`src/rtl/mem_arb_pkg.sv`:
```
`default_nettype none
// ============================================================================
// mem_arb_pkg: shared state encoding and default sizing for mem_arbiter.
// Revision: 1.0
// ============================================================================
package mem_arb_pkg;

  localparam int DEFAULT_DW         = 32;
  localparam int DEFAULT_AW         = 8;
  localparam int DEFAULT_STARVE_MAX = 3;

  typedef enum logic [1:0] {
    IDLE = 2'd0,
    RD_I = 2'd1,
    RD_D = 2'd2
  } arb_state_t;

endpackage
`default_nettype wire

```
`src/rtl/mem_arbiter.sv`:
```
`default_nettype none
// ============================================================================
// mem_arbiter: shares one single-port RAM between an instruction-fetch port
// and a data port; data wins unless fetch has been starved STARVE_MAX cycles.
// Revision: 1.0
// ============================================================================
module mem_arbiter
  import mem_arb_pkg::*;
#(
  parameter int DW         = DEFAULT_DW,
  parameter int AW         = DEFAULT_AW,
  parameter int STARVE_MAX = DEFAULT_STARVE_MAX
) (
  input  logic          clock,
  input  logic          clear,
  input  logic          i_req,
  input  logic [AW-1:0] i_addr,
  output logic          i_gnt,
  output logic          i_valid,
  output logic [DW-1:0] i_rdata,
  input  logic          d_req,
  input  logic          d_we,
  input  logic [AW-1:0] d_addr,
  input  logic [DW-1:0] d_wdata,
  output logic          d_gnt,
  output logic          d_valid,
  output logic [DW-1:0] d_rdata,
  output logic [AW-1:0] mem_addr,
  output logic          mem_wren,
  output logic [DW-1:0] mem_wdata,
  input  logic [DW-1:0] mem_rdata
);

  localparam int            CW           = (STARVE_MAX < 2) ? 1 : $clog2(STARVE_MAX + 1);
  localparam logic [CW-1:0] c_starve_max = CW'(STARVE_MAX);

  arb_state_t    r_state;
  arb_state_t    w_state_next;
  logic [CW-1:0] r_starve_cnt;
  logic          w_force;
  logic          w_d_gnt;
  logic          w_i_gnt;

  // Fetch is promoted only once it has lost STARVE_MAX consecutive cycles.
  assign w_force = i_req && (r_starve_cnt == c_starve_max);
  assign w_d_gnt = d_req && !w_force;
  assign w_i_gnt = i_req && !w_d_gnt;

  assign i_gnt     = w_i_gnt;
  assign d_gnt     = w_d_gnt;
  assign mem_wren  = w_d_gnt && d_we;
  assign mem_wdata = d_wdata;
  assign mem_addr  = w_d_gnt ? d_addr : (w_i_gnt ? i_addr : '0);

  assign i_valid = (r_state == RD_I);
  assign d_valid = (r_state == RD_D);
  assign i_rdata = mem_rdata;
  assign d_rdata = mem_rdata;

  always_ff @(posedge clock) begin
    if (clear) begin
      r_starve_cnt <= '0;
    end else if (!i_req || w_i_gnt) begin
      r_starve_cnt <= '0;
    end else if (r_starve_cnt != c_starve_max) begin
      r_starve_cnt <= r_starve_cnt + 1'b1;
    end
  end

  always_ff @(posedge clock) begin
    if (clear) begin
      r_state <= IDLE;
    end else begin
      r_state <= w_state_next;
    end
  end

  // Writes complete on the grant cycle, so only reads schedule a response.
  always_comb begin
    w_state_next = IDLE;
    if (w_d_gnt && !d_we) begin
      w_state_next = RD_D;
    end else if (w_i_gnt) begin
      w_state_next = RD_I;
    end
  end

endmodule
`default_nettype wire

```
`config.mk`:
```
export PLATFORM = sky130hd
export DESIGN_NAME = mem_arbiter
export DESIGN_NICKNAME = d
export VERILOG_FILES = /design/src/rtl/mem_arb_pkg.sv /design/src/rtl/mem_arbiter.sv
export SDC_FILE = /design/constraint.sdc
export NUM_CORES = 1
export LEC_CHECK = 0
export BUFFER_PORTS_ARGS = -buffer_cell sky130_fd_sc_hd__buf_2
export CELL_PAD_IN_SITES_DETAIL_PLACEMENT = 1
export CELL_PAD_IN_SITES_GLOBAL_PLACEMENT = 2
export CORE_MARGIN = 4
export CORE_UTILIZATION = 10
export DETAILED_ROUTE_END_ITERATION = 10
export GPL_TIMING_DRIVEN = 0
export PLACE_DENSITY = 0.93
export RECOVER_POWER = 25
export SYNTH_ARGS = -nofsm -noshare
export SYNTH_HDL_FRONTEND = slang
export SYNTH_SLANG_ARGS = --single-unit
```
`constraint.sdc`:
```
create_clock -name clock -period 1 [get_ports clock]
set_clock_uncertainty 0.05 [all_clocks]
set_input_delay 0.05 -clock clock [delete_from_list [all_inputs] [get_ports clock]]
set_output_delay 0.05 -clock clock [all_outputs]
set_load 0.01 [all_outputs]
```
-- Word-level counts from Yosys, hierarchy flattened
Cells that the tools add are included.
- flip-flop bits (word level): 4
- logic and storage cells: 24
- add/subtract/negate cells: 1
- eq/ne operators: 4
- mux-type cells: 4
- reductions and logical operators: 12
- operator list (kind ; number):
    8-bit two-way mux ; 2
    1-bit logical AND ; 5
    2-bit == test, second input constant ; 2
    1-bit zero test ; 4
    2-bit OR reduction ; 2
    2-bit by 1-bit adder with 2-bit output, second input constant ; 1
    2-bit by 1-bit == test with 1-bit output, second input constant ; 1
    2-bit two-way mux ; 1
    2-bit != test, second input constant ; 1
    1-bit logical OR ; 1
    1-bit two-way mux ; 1

-- Logic depth before layout (Yosys ltp)
Gate-level depths: netlist of run 1.
- depth in word-level cells: 8
- gate-level depth with buffers: 4
- depth with buffers taken out: 3

-- Least setup slack after synthesis of run 1
No wires, ideal clock.
- path kind: reg2out
- from: register r_starve_cnt[0]
- to: output mem_addr[0]
- arrival: 1.054 ns
- data required time: 0.900 ns
- slack: -0.154 ns
- cell stages (with the launch flop): 5
- path buffers: 1
- path through: dfxtp_1 ha_1 nand2b_4 buf_6 a32o_2
- word-level cells in the longest chain between the ends: 8
- RTL lines (element ; RTL line ; source):
    start, declared ; mem_arbiter.sv:39 ; logic [CW-1:0] r_starve_cnt;
    start signal, assigned ; mem_arbiter.sv:66 ; r_starve_cnt <= r_starve_cnt + 1'b1;
    2-bit == test (*) ; mem_arbiter.sv:45 ; assign w_force = i_req && (r_starve_cnt == c_starve_max);
    1-bit logical AND (*) ; mem_arbiter.sv:45 ;
    1-bit zero test (*) ; mem_arbiter.sv:46 ; assign w_d_gnt = d_req && !w_force;
    1-bit logical AND (*) ; mem_arbiter.sv:46 ;
    1-bit zero test ; mem_arbiter.sv:47 ; assign w_i_gnt = i_req && !w_d_gnt;
    1-bit logical AND ; mem_arbiter.sv:47 ;
    8-bit two-way mux ; mem_arbiter.sv:53 ; assign mem_addr = w_d_gnt ? d_addr : (w_i_gnt ? i_addr : '0);
    8-bit two-way mux (*) ; mem_arbiter.sv:53 ;
    end, declared ; mem_arbiter.sv:28 ; output logic [AW-1:0] mem_addr,
Mark *: on every way between the ends. The rest lies on a longest branch, timed or not.

-- Final worst setup path of run 1
- from: register r_starve_cnt[0]
- to: output mem_addr[5]
The elaborated chain is that of the path after synthesis.

==> results.ini, run 1 <==
[outcome]
outcome = complete, but fails checks
failed_checks = negative setup slack

[synth]
synth_top_area_share = 0.7007
synth_seq_cells = 4
synth_cell_types = 15
yosys_warnings = 0
yosys.area.top_type = buf_4
syn_inst = 122
ys_seq_area_frac = 0.07786
avgSynthCellArea_um2 = 8.430
synth_area_mm2 = 0.001028
netlist_top_cells_area = buf_4, dfxtp_1, a32o_2
syn_nets = 208

[sta]
finalSetupViolCount = 14
fmax_mhz = 674.4
fin_crit_sh = 1.483
slew_viol_final = 0
relSlewSlack = 0.8753
fin_crit_ps = 1483
tightest_slew_ps = 187.1
finalHoldViolations = 0
rsz0062_at_grt = yes
setup_ws_ps = -482.8

[finish]
finish.utilization = 0.2016
drive_above_1_share = 0.8812
stdcell_count = 394
diodes = 0
area_growth_pct = 94.28
nets = 349

[critical_path]
crit_fanout = 4
cp-end-kind = primary output
criticalPathCategory = register to primary output
crit_required_ps = 900
startpoint = r_starve_cnt[0]$_SDFFE_PP0P_
r2r-start = r_starve_cnt[0]$_SDFFE_PP0P_
worst_ep_arrival_time_ps = 1380
start_kind = register

[clock_network]
numCtsBuffers = 3
h-tree-depth = 1
clock_latency_ps = 220
cts.clk_slew.worst_paths_ps = 30
clockBufferDepth = 2
clock_sinks = 4
ctsRootBufferMaster = clkbuf_8
tritoncts = yes

[grt]
antenna_found_initial = 0
grt_max_degree = 11
grt_pass1_wl_um = 5499
grt_pass1_vias = 1323
grt_overflow = 0
grt.total_usage = 0.05574

[power]
ir_drop_v = 0.0001978
p_leak_nw = 1.137
p_per_area_mw_per_mm2 = 665.5

[floorplan]
die_w_um = 109.4
coreArea_mm2 = 0.009910
boundaryPins = 194
die_y_um = 109.4
design.die.area_mm2 = 0.01197
rows = 36
initial_utilization = 0.1038

[detailed_routing]
drtPass1Iterations = 4
wire_per_inst_um = 10.14
vias = 1234
dr.first_iter.drc_count = 21
vias_per_cell = 3.132
wirelength_um = 3994
ant_nets = 0
drc_errors = 0

[placement]
io_buffers = 129
dpl.hpwl_um = 3461
place.gp.congestion = 0.5634
dp.cells = 384

[run]
cap_violations = 0

[min_path]
hold_class = input pin to register
hp-start = clear

-- per-layer routing --
metal / GRT usage / share of wire / up-vias
li1: - / - / 577
met3: 0.02173 / 0.18 / 5
met5: 0 / 0 / -
met4: 0.01336 / 0.0073 / 0
met1: 0.04477 / 0.27 / 526
met2: 0.1207 / 0.54 / 126
-- cell usage in the layout, fill, tap and decap left out, drive strengths merged --
| cell | instances |
|---|---|
| ha | 1 |
| dlygate4sd3 | 1 |
| nor3b | 1 |
| dfxtp | 4 |
| nor2b | 2 |
| a21boi | 1 |
| buf | 210 |
| and2 | 2 |
| and3b | 1 |
| clkbuf | 27 |
| a32o | 8 |
| nor4b | 1 |
| and4bb | 1 |
| nand2b | 1 |
-- area by class of cell --
class / count / area (µm²)
sequential: 4 / 82.58
fill: 1220 / 7911
multi-input combinational: 19 / 216.5
tap: 133 / 166.4
buffer: 99 / 748.2
timing repair buffer: 136 / 743.2
clock buffer: 3 / 41.29
-- power breakdown --
group | total (mW) | switching [mW] | leakage, nW | internal [mW]
Combinational | 0.820 | 0.318 | 1.08 | 0.502
Sequential | 0.170 | 0.00328 | 0.0336 | 0.167
Clock | 0.340 | 0.0836 | 0.0216 | 0.257
Total | 1.33 | 0.404 | 1.14 | 0.925
-- synth_stat cells --
| cell | instances |
|---|---|
| and3b_1 | 1 |
| buf_6 | 2 |
| a32o_1 | 1 |
| nand2b_4 | 1 |
| and4bb_2 | 1 |
| and2_1 | 2 |
| a32o_2 | 7 |
| dfxtp_1 | 4 |
| buf_4 | 96 |
| a21boi_2 | 1 |
| nor4b_2 | 1 |
| nor2b_1 | 2 |
| buf_2 | 1 |
| ha_1 | 1 |
| nor3b_2 | 1 |
-- repair_timing --
| action | 4_1_cts | 5_1_grt |
|---|---|---|
| hold endpoints to repair | 1 | 0 |
| gates cloned | 0 | 1 |
| resized for setup | 11 | 3 |
| pin swaps | 3 | 3 |
| endpoints found under the setup margin | 14 | 14 |
| buffers inserted | 4 | 1 |
| hold buffers | 1 | 0 |
-- cells by family after synthesis --
| logic type | synth area share |
|---|---|
| flops | 0.07786 |
| simple gates | 0.08514 |
| buf+inv | 0.7275 |
| fa+ha+maj | 0.01216 |
| compound gates | 0.09733 |
-- path summary, 6_finish.rpt --
path / endpoint / slack, ps / depth (start not counted)
min reg2reg: r_starve_cnt[0]$_SDFFE_PP0P_ / 470 / 2
min: r_starve_cnt[0]$_SDFFE_PP0P_ / 10 / 2
max: mem_addr[5] / -480 / 5
max reg2reg: r_starve_cnt[0]$_SDFFE_PP0P_ / -240 / 5
-- metrics by stage --
stage               cell area, µm²  hold slack, ps  setup WS [ps]  TNS [ps]  power (mW)
detailed placement            1858           200.7         -267.8     -2394      0.9460
CTS                           2003           12.51         -477.5     -5197       1.352
floorplan                     1046           66.74         -104.5    -805.2      0.6575
finish                        1998           9.923         -482.8     -5313       1.330
global placement              1858           195.8         -257.4     -2233      0.9333
global route                  1998           20.23         -516.5     -5885       1.422
-- worst max-delay path, cell delays in order (launching register included) --
cell and delay [ps]:
dfxtp_2 320, ha_4 150, nand2b_4 150, buf_4 150, a32o_2 270, buf_6 120
-- sequential cells by signal, indices dropped and copies added (netlist names) --
register	count
r_state	2
r_starve_cnt	2
Power figures use the tool's default switching activity.
==> run 2: changes to the inputs <==
--- a/config.mk
+++ b/config.mk
@@ -5,13 +5,14 @@
 export SDC_FILE = /design/constraint.sdc
 export NUM_CORES = 1
 export LEC_CHECK = 0
-export BUFFER_PORTS_ARGS = -buffer_cell sky130_fd_sc_hd__buf_2
+export BUFFER_PORTS_ARGS = -buffer_cell sky130_fd_sc_hd__buf_4
 export CELL_PAD_IN_SITES_DETAIL_PLACEMENT = 1
 export CELL_PAD_IN_SITES_GLOBAL_PLACEMENT = 2
 export CORE_MARGIN = 4
 export CORE_UTILIZATION = 10
 export DETAILED_ROUTE_END_ITERATION = 10
 export GPL_TIMING_DRIVEN = 0
+export HOLD_SLACK_MARGIN = 0.08
 export PLACE_DENSITY = 0.93
 export RECOVER_POWER = 25
 export SYNTH_ARGS = -nofsm -noshare
==> run 2 against run 1 <==
Compared with the run above:
- largest cell class unchanged
- sequential share of layout area decreased by 0.47 points
- total power increased by 8.2%
- via count is 1.2% lower
- flip-flop and latch count stayed put
- critical path type unchanged
- die area did not move
- wire length grew 3.1%
- clock power down 3%
- the run still ends with negative setup slack left
- non-clock buffer count unchanged
- first-iteration DRC count shrank 19%
==> results.ini, run 2 (synthesized netlist as in run 1, its figures left out) <==
[outcome]
outcome = complete, but fails checks
failed_checks = negative setup slack

[finish]
top_regs = r_starve_cnt: 2 flops, r_state: 2 flops
drive_above_1_share = 0.8774
diodes = 0
finish.utilization = 0.2274
area_growth_pct = 119.1
fin_area_mm2 = 0.002253
final_common_cell = buf_4
stdcell_count = 394
fillers = 1209
nets = 349
final_cell_mix = buf_4, clkbuf_1, buf_6

[detailed_routing]
vias_per_cell = 3.094
vias = 1219
drtPass1Iterations = 4
wire_per_inst_um = 10.45
dr.first_iter.drc_count = 17
wirelength_um = 4119
drc_errors = 0
ant_nets = 0

[run]
cap_violations = 0

[sta]
hold_ws_ps = 136.0
setup_ws_ps = -475.2
rsz0062_at_grt = yes
fmax_mhz = 677.9
relSlewSlack = 0.8897
fin_crit_sh = 1.475
tightest_slew_ps = 164.7
setup_tns_ps = -4935
finalHoldViolations = 0
finalSetupViolCount = 14
slew_viol_final = 0
fin_crit_ps = 1475

[placement]
place.gp.congestion = 0.6169
dpl.hpwl_um = 3751
post_dp_cell_area_mm2 = 0.002181
dp.cells = 384
io_buffers = 129

[critical_path]
reg2reg_to = r_starve_cnt[0]$_SDFFE_PP0P_
worst_ep_arrival_time_ps = 1380
crit_required_ps = 900
reg2reg_slack_ps = -200
start_kind = register
crit_fanout = 5
r2r-start = r_starve_cnt[0]$_SDFFE_PP0P_
cp-end-kind = primary output
reg2reg_depth = 5
criticalPathCategory = register to primary output

[clock_network]
ctsRootBufferMaster = clkbuf_8
clock_sinks = 4
h-tree-depth = 1
clock_latency_ps = 210
clockBufferDepth = 2
cts.clk_slew.worst_paths_ps = 30
tritoncts = yes
numCtsBuffers = 3

[grt]
grt_overflow = 0
antenna_found_initial = 0
grt_max_degree = 11
grt_pass1_vias = 1306
grt.total_usage = 0.05537
grt_pass1_wl_um = 5471

[floorplan]
design.die.area_mm2 = 0.01197
die_y_um = 109.4
boundaryPins = 194
coreArea_mm2 = 0.009910
die_w_um = 109.4
rows = 36
initial_utilization = 0.1038

[power]
ir_drop_v = 0.0002145
p_leak_nw = 1.224
p_per_area_mw_per_mm2 = 638.8

[min_path]
holdPathEnd = r_starve_cnt[1]$_SDFFE_PP0P_
hp-start = i_req
hold_class = input pin to register
hold_depth = 2

[run 2: per-layer routing]
layer  GRT usage  part of all wire
met1     0.04300              0.25
met2      0.1168              0.53
met3     0.02995              0.21
met4     0.01069            0.0022
met5           0                 0
[run 2: power breakdown]
part	internal, mW	switching [mW]	total [mW]	leakage (nW)
logic	0.609	0.330	0.939	1.17
clock network	0.256	0.0742	0.330	0.0216
registers	0.167	0.00349	0.170	0.0336
[run 2: critical path, stage by stage (launching register included)]
cell	delay, ps
dfxtp_2	320
ha_4	150
nand2b_4	150
buf_6	130
a32o_2	280
buf_6	120
[run 2: worst max-delay path by stage]
stage / slack, ps / from / cells after the start / end
after floorplan: -100 / r_starve_cnt[0]$_SDFFE_PP0P_ / 4 / mem_addr[0]
after global placement: -260 / r_starve_cnt[0]$_SDFFE_PP0P_ / 5 / mem_addr[7]
after detailed placement: -270 / r_starve_cnt[0]$_SDFFE_PP0P_ / 5 / mem_addr[4]
after CTS: -480 / r_starve_cnt[0]$_SDFFE_PP0P_ / 5 / mem_addr[4]
after global routing: -510 / r_starve_cnt[0]$_SDFFE_PP0P_ / 5 / mem_addr[7]
final: -480 / r_starve_cnt[0]$_SDFFE_PP0P_ / 5 / mem_addr[7]
[run 2: per-stage QoR]
| stage | worst slack, ps | power [mW] |
|---|---|---|
| global placement | -263.6 | 1.093 |
| finish | -475.2 | 1.439 |
| detailed placement | -269.3 | 1.109 |
| global route | -505.0 | 1.521 |
| floorplan | -104.5 | 0.6575 |
| CTS | -480.2 | 1.501 |
[run 2: layout make-up]
type                            instances  area [µm²]  share of cell area
Multi-Input combinational cell         19       227.7              0.1011
Tap cell                              133       166.4             0.07385
Buffer                                 99       748.2              0.3320
Timing Repair Buffer                  136       987.2              0.4381
Sequential cell                         4       82.58             0.03665
Clock buffer                            3       41.29             0.01832
[run 2: what timing repair did]
| item | CTS | global route |
|---|---|---|
| pin swaps | 5 | 6 |
| hold endpoints to repair | 2 | 1 |
| gates resized for setup | 16 | 2 |
| buffers inserted | 4 | 1 |
| hold buffers | 2 | 1 |
| cloned | 1 | 0 |
| setup endpoints to repair | 14 | 15 |
==> run 3: changes to the inputs <==
--- a/config.mk
+++ b/config.mk
@@ -5,6 +5,7 @@
 export SDC_FILE = /design/constraint.sdc
 export NUM_CORES = 1
 export LEC_CHECK = 0
+export ABC_AREA = 1
 export BUFFER_PORTS_ARGS = -buffer_cell sky130_fd_sc_hd__buf_4
 export CELL_PAD_IN_SITES_DETAIL_PLACEMENT = 1
 export CELL_PAD_IN_SITES_GLOBAL_PLACEMENT = 2
@@ -12,7 +13,6 @@
 export CORE_UTILIZATION = 10
 export DETAILED_ROUTE_END_ITERATION = 10
 export GPL_TIMING_DRIVEN = 0
-export HOLD_SLACK_MARGIN = 0.08
 export PLACE_DENSITY = 0.93
 export RECOVER_POWER = 25
 export SYNTH_ARGS = -nofsm -noshare
==> run 3 against run 2 <==
Compared with the run above:
- the run still ends with negative setup slack left
- final cell count is 9.1% higher
- utilization grew 0.43 points
- die area is 4.6% higher
- via count up 13%
- flip-flop and latch count did not move
- wire length grew 15%
- non-clock buffer count unchanged
- setup slack better by 140 ps
- clock-buffer cell count did not move
- clock power rose by 2%
- sequential power about the same
- largest power group unchanged
==> results.ini, run 3 <==
[synth]
netlist_top_cells_area = buf_4, dfxtp_1, nand3_1
yosys.area.top_type = buf_4
synth_common_cells = buf_4, nand3_1, nand2_1, inv_1, nor2_1
ys.flop_type = dfxtp_1
synth_cell_types = 12
synth_seq_cells = 4
synth_most_common_cell = buf_4
syn_nets = 241
synth-async-reset-ratio = 0
synth_area_mm2 = 0.001080
synth_top_area_share = 0.6674
synth_edf_count = 0
yosys_warnings = 0
syn_inst = 155
avgSynthCellArea_um2 = 6.966
ys_seq_area_frac = 0.07416

[critical_path]
worstPathBufferInverterCount = 2
cp-end-kind = primary output
cp_slowest_stage_delay_ps = 340
path_depth = 7
cpMostUsedCell = nand2_8
cp_cell_sequence = ha_4 > nand2_8 > nand2_8 > buf_8 > nand3_2 > nand2_2 > buf_6
start_kind = register
critPathCapture = mem_addr[2]
worst_ep_arrival_time_ps = 1240
reg2reg_to = r_starve_cnt[1]$_SDFFE_PP0P_
r2r-start = r_starve_cnt[0]$_SDFFE_PP0P_
crit_required_ps = 900
cp_slowest_cell = dfxtp_2
criticalPathCategory = register to primary output
reg2reg_slack_ps = -140
startpoint = r_starve_cnt[1]$_SDFFE_PP0P_
crit_fanout = 5
reg2reg_depth = 6
crit_family = flip-flops

[outcome]
failed_checks = negative setup slack
outcome = complete, but fails checks

[detailed_routing]
dr.first_iter.drc_count = 12
drtPass1Iterations = 2
drc_errors = 0
vias = 1377
wire_per_inst_um = 11.03
ant_nets = 0
wirelength_um = 4744
vias_per_cell = 3.202

[finish]
final_cell_mix = buf_4, clkbuf_1, buf_6
drive_above_1_share = 0.8061
fillers = 1300
final_common_cell = buf_4
ff_latch_area_um2 = 82.58
multiInputGateArea_um2 = 310.3
diodes = 0
top_regs = r_starve_cnt: 2 flops, r_state: 2 flops
area_growth_pct = 123.5
nets = 382

[clock_network]
cts.clk_slew.worst_paths_ps = 30
clock_sinks = 4
clock_latency_ps = 210
h-tree-depth = 1
ctsRootBufferMaster = clkbuf_8
tritoncts = yes
clockBufferDepth = 2
numCtsBuffers = 3

[grt]
antenna_found_initial = 0
grt_max_degree = 11
grt.total_usage = 0.06652
grt_pass1_wl_um = 6934
grt_pass1_vias = 1542
grt_overflow = 0

[sta]
finalSetupViolCount = 14
setup_ws_ps = -337.9
rsz0062_at_grt = yes
slew_viol_final = 0
tightest_slew_ps = 149.8
relSlewSlack = 0.9006
setup_tns_ps = -3716
fin_crit_ps = 1338
fmax_mhz = 747.4
fin_crit_sh = 1.338
finalHoldViolations = 0
hold_ws_ps = 175.4

[placement]
dpl.hpwl_um = 4123
place.gp.congestion = 0.7231
place_worst_setup_slack_ps = -253.3
io_buffers = 128

[floorplan]
die_w_um = 111.9
initial_utilization = 0.1037
die_y_um = 111.9
coreArea_mm2 = 0.01042
rows = 37
boundaryPins = 194
design.die.area_mm2 = 0.01252

[power]
ir_drop_v = 0.0006883
p_leak_nw = 1.298
p_per_area_mw_per_mm2 = 609.2

[min_path]
hold_class = input pin to register

[run]
cap_violations = 0

run 3: kinds of logic (layout without fill, tap and decap cells):
family	Yosys count	count (layout)	synth area share
AND/OR/NAND/NOR	41	41	0.1785
flip-flops	4	4	0.07416
buffers and inverters	109	248	0.7358
adder cells (fa/ha/maj)	1	1	0.01159
run 3: final cells by class:
class                           count  area share
Timing Repair Buffer              136      0.4178
Buffer                             99      0.3152
Multi-Input combinational cell     42      0.1286
Tap cell                          136     0.07050
Sequential cell                     4     0.03421
Clock buffer                        3     0.01711
Inverter                           10     0.01659
run 3: per-layer routing:
metal / track usage / wire length, µm / vias up
li1: - / - / 655
met1: 0.05737 / 1332 / 619
met2: 0.1423 / 2763 / 101
met3: 0.03098 / 640 / 2
met4: 0.002433 / 7 / 0
met5: 0 / 0 / -
run 3: worst min-delay path by stage:
stage | start | to | slack [ps] | cells past startpoint
global placement | d_we | r_state[1]$_SDFF_PP0_ | 180 | 2
global route | d_req | r_starve_cnt[0]$_SDFFE_PP0P_ | 210 | 3
detailed placement | d_we | r_state[1]$_SDFF_PP0_ | 180 | 2
CTS | d_req | r_starve_cnt[0]$_SDFFE_PP0P_ | 160 | 3
finish | d_req | r_starve_cnt[0]$_SDFFE_PP0P_ | 180 | 3
floorplan | clear | r_state[0]$_SDFF_PP0_ | 70 | 1
run 3: tightest hold or removal path, delay by kind of cell:
kind / cells / cell delay (ps)
simple gates: 2 / 190
buf+inv: 1 / 160
run 3: power by group:
group	switching, mW	leakage [nW]	internal [mW]
clock	0.0799	0.0216	0.256
combinational	0.358	1.24	0.605
sequential	0.00420	0.0336	0.167
run 3: metrics by stage:
step           utilization  instances  power, mW  instance area [µm²]
2_1_floorplan            -        155     0.6657                 1115
3_3_place_gp        0.2156        419      1.098                 2246
3_5_place_dp        0.2156        419      1.116                 2246
4_1_cts             0.2377        428      1.531                 2476
5_1_grt             0.2317        430      1.568                 2414
6_report            0.2317        430      1.470                 2414
run 3: timing repair:
action,4_1_cts,5_1_grt
gates cloned,1,0
setup endpoints to repair,12,14
hold buffers,2,0
resized for setup,28,4
pin swaps,3,3
endpoints found under the hold margin,2,0
buffers inserted,3,2
